--- config.mk ---
export PLATFORM = sky130hd
export DESIGN_NAME = bcd_key_entry
export DESIGN_NICKNAME = d
export VERILOG_FILES = /design/src/rtl/bcd_key_entry.sv
export SDC_FILE = /design/constraint.sdc
export NUM_CORES = 1
export LEC_CHECK = 0
export ABC_AREA = 1
export BUFFER_PORTS_ARGS = -buffer_cell sky130_fd_sc_hd__buf_2
export CAP_MARGIN = 20
export CORE_ASPECT_RATIO = 0.9
export CORE_UTILIZATION = 50
export DETAILED_ROUTE_END_ITERATION = 16
export PLACE_DENSITY = 0.68
export SLEW_MARGIN = 25
export SYNTH_ARGS = -nofsm -noshare
export SYNTH_HDL_FRONTEND = slang
export SYNTH_SLANG_ARGS = --single-unit
export TNS_END_PERCENT = 5
--- constraint.sdc ---
create_clock -name clk -period 2.9 [get_ports clk]
set_clock_uncertainty 0.1 [all_clocks]
set_input_delay 0.29 -clock clk [delete_from_list [all_inputs] [get_ports clk]]
set_output_delay 0.29 -clock clk [all_outputs]
set_load 0.05 [all_outputs]
--- src/rtl/bcd_key_entry.sv ---
`default_nettype none
// ============================================================================
// Module  : bcd_key_entry
// Brief   : Debounced keypad entry of up to NDIG decimal digits -> binary + BCD
// Revision: 1.0
// ============================================================================
module bcd_key_entry #(
  parameter int DEBOUNCE_CYCLES = 500000,
  parameter int NDIG            = 6
) (
  input  logic                  clk,
  input  logic                  rst,
  input  logic [3:0]            sw_digit,
  input  logic                  key_push_n,
  input  logic                  key_clr_n,
  input  logic                  key_enter_n,
  output logic [19:0]           value,
  output logic [4*NDIG-1:0]     bcd,
  output logic [2:0]            ndigits,
  output logic                  valid,
  output logic                  err
);

  localparam int                  c_cnt_w   = $clog2(DEBOUNCE_CYCLES) + 1;
  localparam logic [c_cnt_w-1:0]  c_cnt_max = c_cnt_w'(DEBOUNCE_CYCLES - 1);
  localparam logic [2:0]          c_ndig    = 3'(NDIG);
  localparam logic [4*NDIG-5:0]   c_fill    = '1;

  typedef enum logic [1:0] {
    S_EMPTY = 2'd0,
    S_ENTRY = 2'd1,
    S_HOLD  = 2'd2
  } state_t;

  state_t       r_state;
  logic [3:0]   r_sw_s1;
  logic [3:0]   r_sw_s2;
  logic [2:0]   w_keys_n;
  logic [2:0]   w_press;
  logic         w_push;
  logic         w_clr;
  logic         w_enter;
  logic         w_digit_ok;
  logic         w_room;
  logic [19:0]  w_value_x10;
  logic [4*NDIG-1:0] w_bcd_first;
  logic [4*NDIG-1:0] w_bcd_shift;

  assign w_keys_n = {key_enter_n, key_clr_n, key_push_n};

  // Per key: synchronizer, stability counter and a registered press pulse
  for (genvar k = 0; k < 3; k++) begin : g_key
    logic               r_s1;
    logic               r_s2;
    logic               r_db;
    logic               r_evt;
    logic [c_cnt_w-1:0] r_cnt;

    always_ff @(posedge clk or negedge rst) begin
      if (!rst) begin
        r_s1  <= 1'b1;
        r_s2  <= 1'b1;
        r_db  <= 1'b1;
        r_evt <= 1'b0;
        r_cnt <= '0;
      end else begin
        r_s1  <= w_keys_n[k];
        r_s2  <= r_s1;
        r_evt <= 1'b0;
        if (r_s2 == r_db) begin
          r_cnt <= '0;
        end else if (r_cnt == c_cnt_max) begin
          r_cnt <= '0;
          r_db  <= r_s2;
          r_evt <= ~r_s2;
        end else begin
          r_cnt <= r_cnt + c_cnt_w'(1);
        end
      end
    end

    assign w_press[k] = r_evt;
  end

  always_ff @(posedge clk or negedge rst) begin
    if (!rst) begin
      r_sw_s1 <= 4'd0;
      r_sw_s2 <= 4'd0;
    end else begin
      r_sw_s1 <= sw_digit;
      r_sw_s2 <= r_sw_s1;
    end
  end

  // Priority clr > enter > push
  assign w_clr   = w_press[1];
  assign w_enter = w_press[2] & ~w_clr;
  assign w_push  = w_press[0] & ~w_clr & ~w_press[2];

  assign w_digit_ok  = (r_sw_s2 <= 4'd9);
  assign w_room      = (ndigits < c_ndig);
  assign w_value_x10 = (value << 3) + (value << 1) + {16'd0, r_sw_s2};
  assign w_bcd_first = {c_fill, r_sw_s2};
  assign w_bcd_shift = {bcd[4*NDIG-5:0], r_sw_s2};

  always_ff @(posedge clk or negedge rst) begin
    if (!rst) begin
      r_state <= S_EMPTY;
      value   <= 20'd0;
      bcd     <= '1;
      ndigits <= 3'd0;
      valid   <= 1'b0;
      err     <= 1'b0;
    end else begin
      valid <= 1'b0;
      err   <= 1'b0;
      if (w_clr) begin
        r_state <= S_EMPTY;
        value   <= 20'd0;
        bcd     <= '1;
        ndigits <= 3'd0;
      end else if (w_enter) begin
        // EMPTY always holds value 0, so the pulse needs no special case
        valid <= 1'b1;
        if (r_state == S_ENTRY) begin
          r_state <= S_HOLD;
        end
      end else if (w_push) begin
        if (!w_digit_ok) begin
          err <= 1'b1;
        end else if (r_state == S_ENTRY) begin
          if (w_room) begin
            value   <= w_value_x10;
            bcd     <= w_bcd_shift;
            ndigits <= ndigits + 3'd1;
          end else begin
            err <= 1'b1;
          end
        end else begin
          r_state <= S_ENTRY;
          value   <= {16'd0, r_sw_s2};
          bcd     <= w_bcd_first;
          ndigits <= 3'd1;
        end
      end
    end
  end

endmodule
`default_nettype wire

# --- Word level (Yosys, flattened, before mapping) ---
# Index checks and enable logic that the tools add are counted.
totals:
  ff_bits: 131
  inputBits: 9
  out_inout_bits: 49
classes:
  n_addsub: 6
  magnitude_cmp: 2
  n_eq_ne: 11
  muxes: 44
  n_bitwise: 11
  n_reduce_logical: 9
op_table:
  columns: ["operator", "n"]
  rows:
  - ["20-bit 2-to-1 mux", 12]
  - ["24-bit 2-to-1 mux", 6]
  - ["20-bit by 1-bit adder with 20-bit output (second input constant)", 3]
  - ["20-bit by 19-bit equality test with 1-bit output (second input constant)", 3]
  - ["20-bit adder", 1]
  - ["20-bit by 4-bit adder with 20-bit output", 1]
  - ["3-bit 2-to-1 mux", 6]
  - ["1-bit 2-to-1 mux", 14]
  - ["2-bit 2-to-1 mux", 6]
  - ["1-bit NOT", 8]
  - ["4-bit AND reduction", 2]
  - ["3-bit != test (second input constant)", 2]
  - ["2-bit AND reduction", 3]
  - ["3-bit nonzero test", 2]
  - ["4-bit <= comparator (second input constant)", 1]
  - ["2-bit nonzero test", 2]
  - ["3-bit by 1-bit adder with 3-bit output (second input constant)", 1]
  - ["1-bit bitwise AND", 3]
  - ["1-bit equality test", 3]
  - ["3-bit less-than comparator (second input constant)", 1]
  - ["3-bit by 1-bit != test with 1-bit output (second input constant)", 1]
  - ["2-bit by 1-bit equality test with 1-bit output (second input constant)", 1]
  - ["2-bit by 1-bit != test with 1-bit output (second input constant)", 1]

# --- Depth between registers and ports, before layout ---
logic_depth:
  word_depth: 8
  ltp_mapped: 15
  depth_no_buf: 15

# --- Worst setup path before layout ---
# OpenSTA, ideal clock, no wires.
synth_timing:
  path_type: "register to register"
  from: "register value[0]"
  to: "register value[18]"
  arrival_time_ns: 2.442
  t_required_ns: 2.682
  setup_slack_ns: 0.240
  path_stages_with_launch: 13
  path_cell_list: "dfrtp_1 > inv_1 > fa_1 > inv_1 > fa_1 > nand3_1 > nand2_1 > nand2_1 > nand2_1 > nand2_1 > nand3b_1 > nand3_1 > nand2_1"
synth_via:
  elab_chain_len: 8
synth_lines:
  columns: ["element", "line_no", "source"]
  rows:
  - ["start, declared", "17", "output logic [19:0] value,"]
  - ["start signal, assigned", "133", "value <= w_value_x10;"]
  - ["start signal, assigned", "141", "value <= {16'd0, r_sw_s2};"]
  - ["20-bit adder", "102", "assign w_value_x10 = (value << 3) + (value << 1) + {16'd0, r_sw_s2};"]
  - ["20-bit by 4-bit adder with 20-bit output", "102", null]
  - ["20-bit 2-to-1 mux", "132", "if (w_room) begin"]
  - ["20-bit 2-to-1 mux", "131", "end else if (r_state == S_ENTRY) begin"]
  - ["20-bit 2-to-1 mux", "129", "if (!w_digit_ok) begin"]
  - ["20-bit 2-to-1 mux", "128", "end else if (w_push) begin"]
  - ["20-bit 2-to-1 mux", "122", "end else if (w_enter) begin"]
  - ["20-bit 2-to-1 mux", "117", "if (w_clr) begin"]
# Every way passes these cells. The select of a mux whose other input is x is not followed.
# A chain may end at the register's enable or synchronous reset.

# --- Worst setup path after layout ---
# Same ends and word-level chain as after synthesis.

==> flow_summary.toml <==
[detailed_routing]
wire_per_inst_um = 13.41
vias_per_cell = 5.082
drc = 0
wirelength_mm = 15.35
drtAntennaViolNets = 0
num_vias = 5819
drt_iter0_markers = 326
drt-pass1-iter-count = 5

[power_and_ir_drop]
vdd_drop_max_v = 0.0004063
power.total_mw = 3.947
p_leak_nw = 4.116
powerDensity_nw_per_um2 = 474.1

[critical_path]
cp.arrival_ns = 2.79
cp_top_family = "adder cells"
cpMaxStageDelayCell = "fa_1"
worstPathMaxFanout = 4
cpPeakStageDelay_ns = 0.53
critPathMostFrequentCell = "nand2_1"
path_cells = "inv_1 -> fa_1 -> inv_1 -> fa_1 -> nand3_1 -> nand2_1 -> nand2_1 -> nand2_1 -> nand2_1 -> nand2_1 -> nand2_1 -> nand3_1 -> nand2_1"
rrSetupSlack_ns = 0.36
cp.required_ns = 3.16
criticalPathCategory = "flop to flop"
worst_setup_path_start_kind = "flop"
endpoint_kind = "flop"
cp_num_buf_inv = 2

[synthesis]
ys_top_cells_by_count = "nand2_1, inv_1, nor2_1"
synth_seq_cells = 131
synth-edff-count = 0
ys_types = 47
synth.area.top_cells = "dfrtp_1, dfstp_2, nand2_1"
synthCells = 862
synthFlopType = "dfrtp_1"
synth_most_common_cell = "nand2_1"
yosysWarnings = 0
synth_area_per_cell_sq_um = 8.365
netlist_area_sq_um = 7211
syn_nets = 911
async_flop_share_pct = 100.0
yosys.area.top_type = "dfrtp_1"
synth_top_area_share_pct = 34.01
synth-seq-area-share_pct = 46.04

[sta]
drv_slew = 0
setup_viol = 0
tns_ns = 0
worst_slack_ns = 0.3641
max-slew-margin-rel_pct = 57.94
tightest_slew_ns = 0.6308
fmax_ghz = 0.3943
rsz0062_at_grt = "false"
holdWs_ns = 0.2543
min_period_ns = 2.536
hold_viol = 0
fin_crit_sh_pct = 87.45

[final_layout]
seq_area_sq_um = 3319
diodes = 0
drive_gt1_share_pct = 16.49
finalInstanceArea_sq_um = 8325
multi_input_area_sq_um = 3342
area_delta_synth_final_pct = 15.46
nFillCells = 1315
nets = 988

[die]
rows = 41
ios = 58
die_area_sq_um = 14910
core_area_sq_um = 14060
die_y_um = 115.9
start_util_pct = 51.30
chipWidth_um = 128.6

[placement]
placed_cell_area_sq_um = 7680
hpwl_mm = 11.03
post-place-ws_ns = 0.3952
gp_congestion = 0.8777
port_buffers = 57

[min_path]
hold_class = "flop to flop"

[global_routing]
grt_util_all_layers_pct = 22.12
grt_pass1_vias = 5427
grt_start_max_net_pins = 69
grt_pass1_wl_mm = 25.61
grt_overflow = 0
antenna_found_initial = 0

[run_status]
status = "complete, no violations"

[clock_tree]
numCtsBuffers = 17
cts_root_buf = "clkbuf_16"
clkTransAtPathRegs_ns = 0.06
clk_latency_ns = 0.42
cts.sinks = 131
cts_setup_buffers = 0
htreeDepth = 4
clk_path_buf_depth = 2
cts_tree = "yes"

[job]
cap_viol_max_count = 0
==> stage by stage <==
| stage | util [%] | std cells |
|---|---|---|
| 6_report | 59.23 | 1145 |
| 3_5_place_dp | 54.64 | 1104 |
| 3_3_place_gp | 54.64 | 1104 |
| 4_1_cts | 59.09 | 1144 |
| 2_1_floorplan | - | 862 |
| 5_1_grt | 59.23 | 1145 |
==> final timing paths <==
path,start,endpoint,cells past startpoint
worst max-delay path,value[0]$_DFFE_PN0P_,value[18]$_DFFE_PN0P_,13
worst min-delay path,g_key[1].r_s1$_DFF_PN1_,g_key[1].r_s2$_DFF_PN1_,0
worst max register to register,value[0]$_DFFE_PN0P_,value[18]$_DFFE_PN0P_,13
worst min register to register,g_key[1].r_s1$_DFF_PN1_,g_key[1].r_s2$_DFF_PN1_,0
max in group asynchronous,rst,g_key[0].r_s2$_DFF_PN1_,3
min in group asynchronous,rst,value[14]$_DFFE_PN0P_,2
==> state kept, by name, summed over array words and instances (netlist names) <==
| register | flops |
|---|---|
| value | 20 |
| ndigits | 3 |
| g_key.r_s1 | 3 |
| r_sw_s2 | 4 |
| g_key.r_db | 3 |
| g_key.r_s2 | 3 |
| err | 1 |
| valid | 1 |
| r_sw_s1 | 4 |
| r_state | 2 |
| g_key.r_evt | 3 |
| bcd | 24 |
| g_key.r_cnt | 60 |
==> cells by family (layout without fill, tap and decap cells) <==
| family | count (synthesis) | after routing | share of synthesized area [%] |
|---|---|---|---|
| AND/OR/NAND/NOR | 423 | 423 | 25.87 |
| flip-flops | 131 | 131 | 46.04 |
| buffers and inverters | 130 | 220 | 7.617 |
| AO/OA/AOI/OAI | 105 | 105 | 9.318 |
| adder cells (fa/ha/maj) | 40 | 40 | 7.149 |
| XOR/XNOR | 33 | 33 | 4.008 |
==> cell type report <==
class	count	share of cell area, %
multi-input combinational	601	40.14
sequential	131	39.87
inverter	120	5.500
clock buffer	19	5.200
timing repair buffer	68	5.035
tap	193	2.901
clock inverter	13	1.353
==> repair_timing <==
item | in CTS | in global routing
hold buffers | 8 | 0
gates resized for setup | 0 | 0
endpoints found under the setup margin | 0 | 0
endpoints found under the hold margin | 46 | 0
==> routing by layer <==
layer	track usage [%]	part of all wire [%]
met4	5.804	0.83
met3	5.309	4.1
met5	0	0
met1	30.55	50
met2	34.99	45
==> where the power goes <==
part	internal [mW]	total (mW)	switching, mW
registers	1.85	1.87	0.0145
logic	0.0297	0.0989	0.0692
clock network	1.17	1.98	0.807
total	3.06	3.95	0.890
==> cells in the final DEF (no fill, tap or decap), types with 5 or more instances in the layout <==
cell,instances
nand2_1,180
dfrtp_1,98
o21ai_0,32
buf_2,56
inv_1,117
clkinv_2,5
nor3_1,24
ha_1,38
xor2_1,31
nand3_1,53
dlygate4sd3_1,8
a21oi_1,37
nor2_1,112
nor3b_1,5
clkbuf_16,17
nand4_1,18
a22oi_1,14
nand3b_1,6
dfstp_2,33
Power figures use the tool's default switching activity.
